$ cat src/rtl/clint_timer.sv
// clint_timer -- memory-mapped machine timer (mtime / mtimecmp) for the CLINT.
//
// mtime advances once every TICK_DIV clk cycles through a prescaler. The LSU
// reaches mtime/mtimecmp through a single-beat valid/ready request/response
// handshake. timer_int_o is a registered level of (mtime >= mtimecmp).
//
// Optional feature: define CLINT_MSIP_EN to add the msip register at offset
// 0x0000 and the soft_int_o output. Without it, offset 0x0000 is unmapped.
//
// Ports:
//   clk, rst_n                    clock, synchronous active-low reset
//   req_valid_i / req_ready_o     request handshake
//   req_wen_i, req_addr_i         1 = write; byte address, bits [2:0] ignored
//   req_wdata_i, req_wmask_i      write data and per-byte enables
//   rsp_valid_o / rsp_ready_i     response handshake
//   rsp_rdata_o, rsp_err_o        read data (0 for writes/errors), unmapped flag
//   mtime_o                       current mtime
//   soft_int_o                    msip[0] (CLINT_MSIP_EN only)
//   timer_int_o                   machine timer interrupt pending (level)
//
// Handshake FSM:
//   state  | meaning
//   S_IDLE | ready for a request; an accepted access executes this cycle
//   S_RESP | response held on rsp_* until rsp_ready_i
module clint_timer #(
    parameter logic [63:0] BASE_ADDR = 64'h0000_0000_0200_0000,
    parameter int unsigned TICK_DIV  = 1
) (
    input  logic        clk,
    input  logic        rst_n,
    input  logic        req_valid_i,
    output logic        req_ready_o,
    input  logic        req_wen_i,
    input  logic [63:0] req_addr_i,
    input  logic [63:0] req_wdata_i,
    input  logic [7:0]  req_wmask_i,
    output logic        rsp_valid_o,
    input  logic        rsp_ready_i,
    output logic [63:0] rsp_rdata_o,
    output logic        rsp_err_o,
    output logic [63:0] mtime_o,
`ifdef CLINT_MSIP_EN
    output logic        soft_int_o,
`endif
    output logic        timer_int_o
);

    localparam logic [63:0] CMP_ADDR   = BASE_ADDR + 64'h4000;
    localparam logic [63:0] MTIME_ADDR = BASE_ADDR + 64'hBFF8;
    localparam logic [15:0] TICK_LAST  = 16'(TICK_DIV - 1);

    typedef enum logic {S_IDLE, S_RESP} state_t;

    state_t      state;
    logic [63:0] mtime_q;
    logic [63:0] mtimecmp_q;
    logic [15:0] presc_q;
    logic        ready_q;
    logic        valid_q;
    logic [63:0] rdata_q;
    logic        err_q;
    logic        int_q;

    logic        accept;
    logic        sel_cmp;
    logic        sel_mtime;
    logic        sel_err;
    logic        tick;
    logic        wr_mtime;
    logic        wr_cmp;
    logic [63:0] bmask;
    logic [63:0] rd_val;
    logic        unused_addr_bits;

    assign unused_addr_bits = ^req_addr_i[2:0];

    assign accept    = (state == S_IDLE) && ready_q && req_valid_i;
    assign sel_cmp   = (req_addr_i[63:3] == CMP_ADDR[63:3]);
    assign sel_mtime = (req_addr_i[63:3] == MTIME_ADDR[63:3]);
    assign tick      = (presc_q == TICK_LAST);

`ifdef CLINT_MSIP_EN
    logic msip_q;
    logic sel_msip;
    logic wr_msip;

    assign sel_msip   = (req_addr_i[63:3] == BASE_ADDR[63:3]);
    assign sel_err    = !(sel_cmp || sel_mtime || sel_msip);
    assign wr_msip    = accept && req_wen_i && sel_msip && req_wmask_i[0];
    assign soft_int_o = msip_q;
`else
    assign sel_err = !(sel_cmp || sel_mtime);
`endif

    // A zero-mask write to mtime is a pure no-op, so it must not disturb
    // the prescaler either.
    assign wr_mtime = accept && req_wen_i && sel_mtime && (req_wmask_i != 8'h00);
    assign wr_cmp   = accept && req_wen_i && sel_cmp;

    always_comb begin
        bmask = '0;
        for (int i = 0; i < 8; i++) begin
            bmask[8*i +: 8] = {8{req_wmask_i[i]}};
        end
    end

    always_comb begin
        rd_val = '0;
        if (sel_cmp) begin
            rd_val = mtimecmp_q;
        end else if (sel_mtime) begin
            rd_val = mtime_q;
        end
`ifdef CLINT_MSIP_EN
        else if (sel_msip) begin
            rd_val = {63'd0, msip_q};
        end
`endif
    end

    always_ff @(posedge clk) begin
        if (!rst_n) begin
            state      <= S_IDLE;
            mtime_q    <= '0;
            mtimecmp_q <= '1;
            presc_q    <= '0;
            ready_q    <= 1'b0;
            valid_q    <= 1'b0;
            rdata_q    <= '0;
            err_q      <= 1'b0;
            int_q      <= 1'b0;
`ifdef CLINT_MSIP_EN
            msip_q     <= 1'b0;
`endif
        end else begin
            int_q <= (mtime_q >= mtimecmp_q);

            // Software write to mtime beats a coincident tick and restarts
            // the prescaler.
            if (wr_mtime) begin
                mtime_q <= (mtime_q & ~bmask) | (req_wdata_i & bmask);
                presc_q <= '0;
            end else if (tick) begin
                mtime_q <= mtime_q + 64'd1;
                presc_q <= '0;
            end else begin
                presc_q <= presc_q + 16'd1;
            end

            if (wr_cmp) begin
                mtimecmp_q <= (mtimecmp_q & ~bmask) | (req_wdata_i & bmask);
            end
`ifdef CLINT_MSIP_EN
            if (wr_msip) begin
                msip_q <= req_wdata_i[0];
            end
`endif

            if (state == S_IDLE) begin
                ready_q <= !accept;
                if (accept) begin
                    state   <= S_RESP;
                    valid_q <= 1'b1;
                    err_q   <= sel_err;
                    rdata_q <= (sel_err || req_wen_i) ? 64'd0 : rd_val;
                end
            end else if (rsp_ready_i) begin
                state   <= S_IDLE;
                ready_q <= 1'b1;
                valid_q <= 1'b0;
                rdata_q <= '0;
                err_q   <= 1'b0;
            end
        end
    end

    assign req_ready_o = ready_q;
    assign rsp_valid_o = valid_q;
    assign rsp_rdata_o = rdata_q;
    assign rsp_err_o   = err_q;
    assign mtime_o     = mtime_q;
    assign timer_int_o = int_q;

endmodule

$ cat config.mk
export PLATFORM = sky130hd
export DESIGN_NAME = clint_timer
export DESIGN_NICKNAME = d
export VERILOG_FILES = /design/src/rtl/clint_timer.sv
export SDC_FILE = /design/constraint.sdc
export NUM_CORES = 1
export LEC_CHECK = 0
export CORE_AREA = 4 4 244 150
export DETAILED_ROUTE_END_ITERATION = 16
export DIE_AREA = 0 0 248 154
export PLACE_DENSITY_LB_ADDON = 0.08
export SYNTH_ARGS = -nofsm -noshare
export SYNTH_HDL_FRONTEND = slang
export SYNTH_SLANG_ARGS = --single-unit
$ cat constraint.sdc
create_clock -name clk -period 4.3 [get_ports clk]
set_input_delay 0.645 -clock clk [delete_from_list [all_inputs] [get_ports clk]]
set_output_delay 0.645 -clock clk [all_outputs]
set_load 0.005 [all_outputs]
==> run metrics <==
setup_tns=0 ns; num rows=between 50 and 60; most common cell after layout, fill and taps aside=clkdlybuf4s50_1; cell taking the most area after synthesis=dfxtp_1; Max Clk Rate=309 MHz; clock latency at the later pin of the worst-skew pair=0.54 ns; startpoint types=primary input; CP Class=in2reg; first-pass GRT wire length=68.1 mm; Crit-path slowest cell=or3_1; main flop type after synthesis=dfxtp_1; Placer Congestion=between 0.8 and 0.9; CTS tree=built; Final ANT Viol Nets=0; flops & latches, synth=213; pre-CTS setup slack=around 0.59 ns; number of synthesized flops with an enable pin=0; Area contributors post-synth=dfxtp_1, mux2i_1, ha_1; Mapped Cells=about 1.4k; Max H-tree Level=1; I/O Buffers=269; met2 Track Usage GR=31.6%; Final HPWL DP=between 30 and 40 mm; GRT Total Usage=a little under a quarter; sequential area share after synthesis=35.8%; global routing's busiest layer=met1; Max-slew headroom=44.3%; Worst path max stage delay=0.78 ns; fraction of layout cells with a size suffix above 1=between 5 and 6%; final worst-path cycle share=around three quarters; Die Span Y=between 150 and 200 um; Area Growth Syn to Fin=34.0%; met1 usage=35.5%; clock buffer depth=3; WL final=44.7 mm; WL/cell=between 20 and 25 um; fin crit period=3.24 ns; flop2flop setup slack=1.17 ns; initial antenna violation count=1; drt pass-1 iters=5; vias in the first global route=roughly 11k; Worst-Margin Slew=0.835 ns; power per cell area=around 270 nW/um^2; DIE AREA=about 38000 um^2; total gr overflow=0; Unique masters post-synth=70; fin nets=between 1.5k and 2k; commonest cells after routing, fill and taps aside=clkdlybuf4s50_1, dfxtp_1, nand2_1, mux2i_1, o21ai_0; Crit. End Element=flop; Reg clk slew, reported paths=roughly 0.060 ns; Post-Syn Nets=1655; Synth Area per Inst=just over 8 um^2; Resize count post-CTS=0; CTS Hold Bufs=0; pin count of the biggest net entering global routing=60; Worst EP arrival=3.69 ns; Worst Hold Depth=2; final hold viol count=0; DRC viols=0; number of max-cap violations=0; CTS Buf Count=23; CP Max Fanout=32; CP startpoint=req_addr_i[47]; VDD IR max=0.229 mV; Setup Viol. Count Final=0; Final Skew=0.0171 ns; core footprint=34500 um^2; top cell type's share of synthesized area=35.8%; Die Wd=248 um; io pins=273; Reg2Reg Depth=7; LEAKAGE=about 6.5 nW; initial DRC count=906; starting density of the core=34.4%; RSZ-0062 raised after global routing=no; Worst EP required=approximately 4.8 ns; clk sink count=213; Max Slew Vio Count=0; hold path endpoint=rsp_rdata_o[20]$_SDFFE_PN0P_; Root Buffer=clkbuf_16; Vias=11.9k; ys async rst share=0%; met3 Use GR=4.74%; critical path, cell by cell=clkdlybuf4s50_1 -> nor4_1 -> nand4_1 -> or3_1 -> a21oi_1 -> nand4b_1 -> buf_4 -> o21ai_0; Synth warnings=0; Post-Syn Area=between 10000 and 15000 um^2; status=finished clean; vias per inst=roughly 5.4; final worst slack=approximately 1.1 ns; Hold Path Class=reg2reg; hold path startpoint=rsp_rdata_o[20]$_SDFFE_PN0P_; # fillers=3383; # Post-CTS Setup Buffers=0
==> stage by stage <==
| stage | util (%) | std cells | hold WS [ns] | power (W) | area, um^2 |
|---|---|---|---|---|---|
| finish | 46.1 | 2190 | 0.450 | 0.00427 | 15900 |
| detailed placement | 44.1 | 2148 | 0.441 | 0.00229 | 15200 |
| floorplan | - | 1447 | 0.426 | 0.00210 | 11900 |
| global route | 46.1 | 2189 | 0.480 | 0.00440 | 15900 |
| CTS | 46.1 | 2188 | 0.455 | 0.00431 | 15900 |
| global placement | 44.1 | 2148 | 0.437 | 0.00229 | 15200 |
==> where the power goes <==
group	leakage (nW)	switching (W)	internal, W
logic	4.39	0.000122	0.000145
clock network	0.358	0.000880	0.00114
registers	1.72	0.00000622	0.00198
==> cell families after synthesis <==
group | after synthesis | share of synthesized area, %
xor gates and xnor gates | 21 | 1.55
buffers and inverters | 172 | 5.68
AOI/OAI and AO/OA | 306 | 16.9
and+or+nand+nor | 550 | 23.1
adders and majority gates | 67 | 7.04
DFF | 213 | 35.8
muxes | 118 | 9.93
==> routing by layer <==
| metal | vias to the layer above | share of wire (%) |
|---|---|---|
| li1 | 5807 | - |
| met1 | 5650 | 51 |
| met2 | 379 | 40 |
| met3 | 47 | 7.3 |
| met4 | 0 | 1.5 |
| met5 | - | 0 |
==> synthesized netlist by cell type, types with 6 or more instances <==
master,count
o21ai_0,110
and4_1,14
inv_1,97
xnor2_1,15
or3_1,8
mux2i_1,118
a311oi_1,11
nand3_1,72
ha_1,67
or4_1,7
nand2_1,192
nor2_1,85
xor2_1,6
a21oi_1,48
clkbuf_1,51
a211oi_1,26
o21a_1,7
and2_1,7
dfxtp_1,213
a31oi_1,28
a22oi_1,6
nand4_1,47
buf_2,17
o211ai_1,8
o31ai_1,6
nor4_1,30
and3_1,20
a311o_1,6
nor3_1,38
==> worst max-delay path by stage <==
stage | endpoint | depth (start not counted)
finish | rsp_rdata_o[57]$_SDFFE_PN0P_ | 8
floorplan | flop | 7
CTS | rsp_rdata_o[57]$_SDFFE_PN0P_ | 8
global placement | flop | 9
global route | rsp_rdata_o[29]$_SDFFE_PN0P_ | 8
detailed placement | rsp_rdata_o[41]$_SDFFE_PN0P_ | 8
==> cell type report <==
class | count | area, um^2 | area share [%]
Antenna cell | 2 | 5.00 | 0.0314
Tap cell | 467 | 584 | 3.66
Inverter | 97 | 364 | 2.28
Timing Repair Buffer | 309 | 3030 | 19.0
Multi-Input combinational cell | 1062 | 6980 | 43.8
Clock inverter | 8 | 90.1 | 0.565
Sequential cell | 213 | 4260 | 26.7
Clock buffer | 32 | 629 | 3.95
==> critical path: cells and delay by family <==
| family | cells | cell delay [ns] |
|---|---|---|
| buffers and inverters | 2 | 0.68 |
| and+or+nand+nor | 4 | 1.62 |
| AOI/OAI and AO/OA | 2 | 0.71 |
Power figures use the tool's default switching activity.
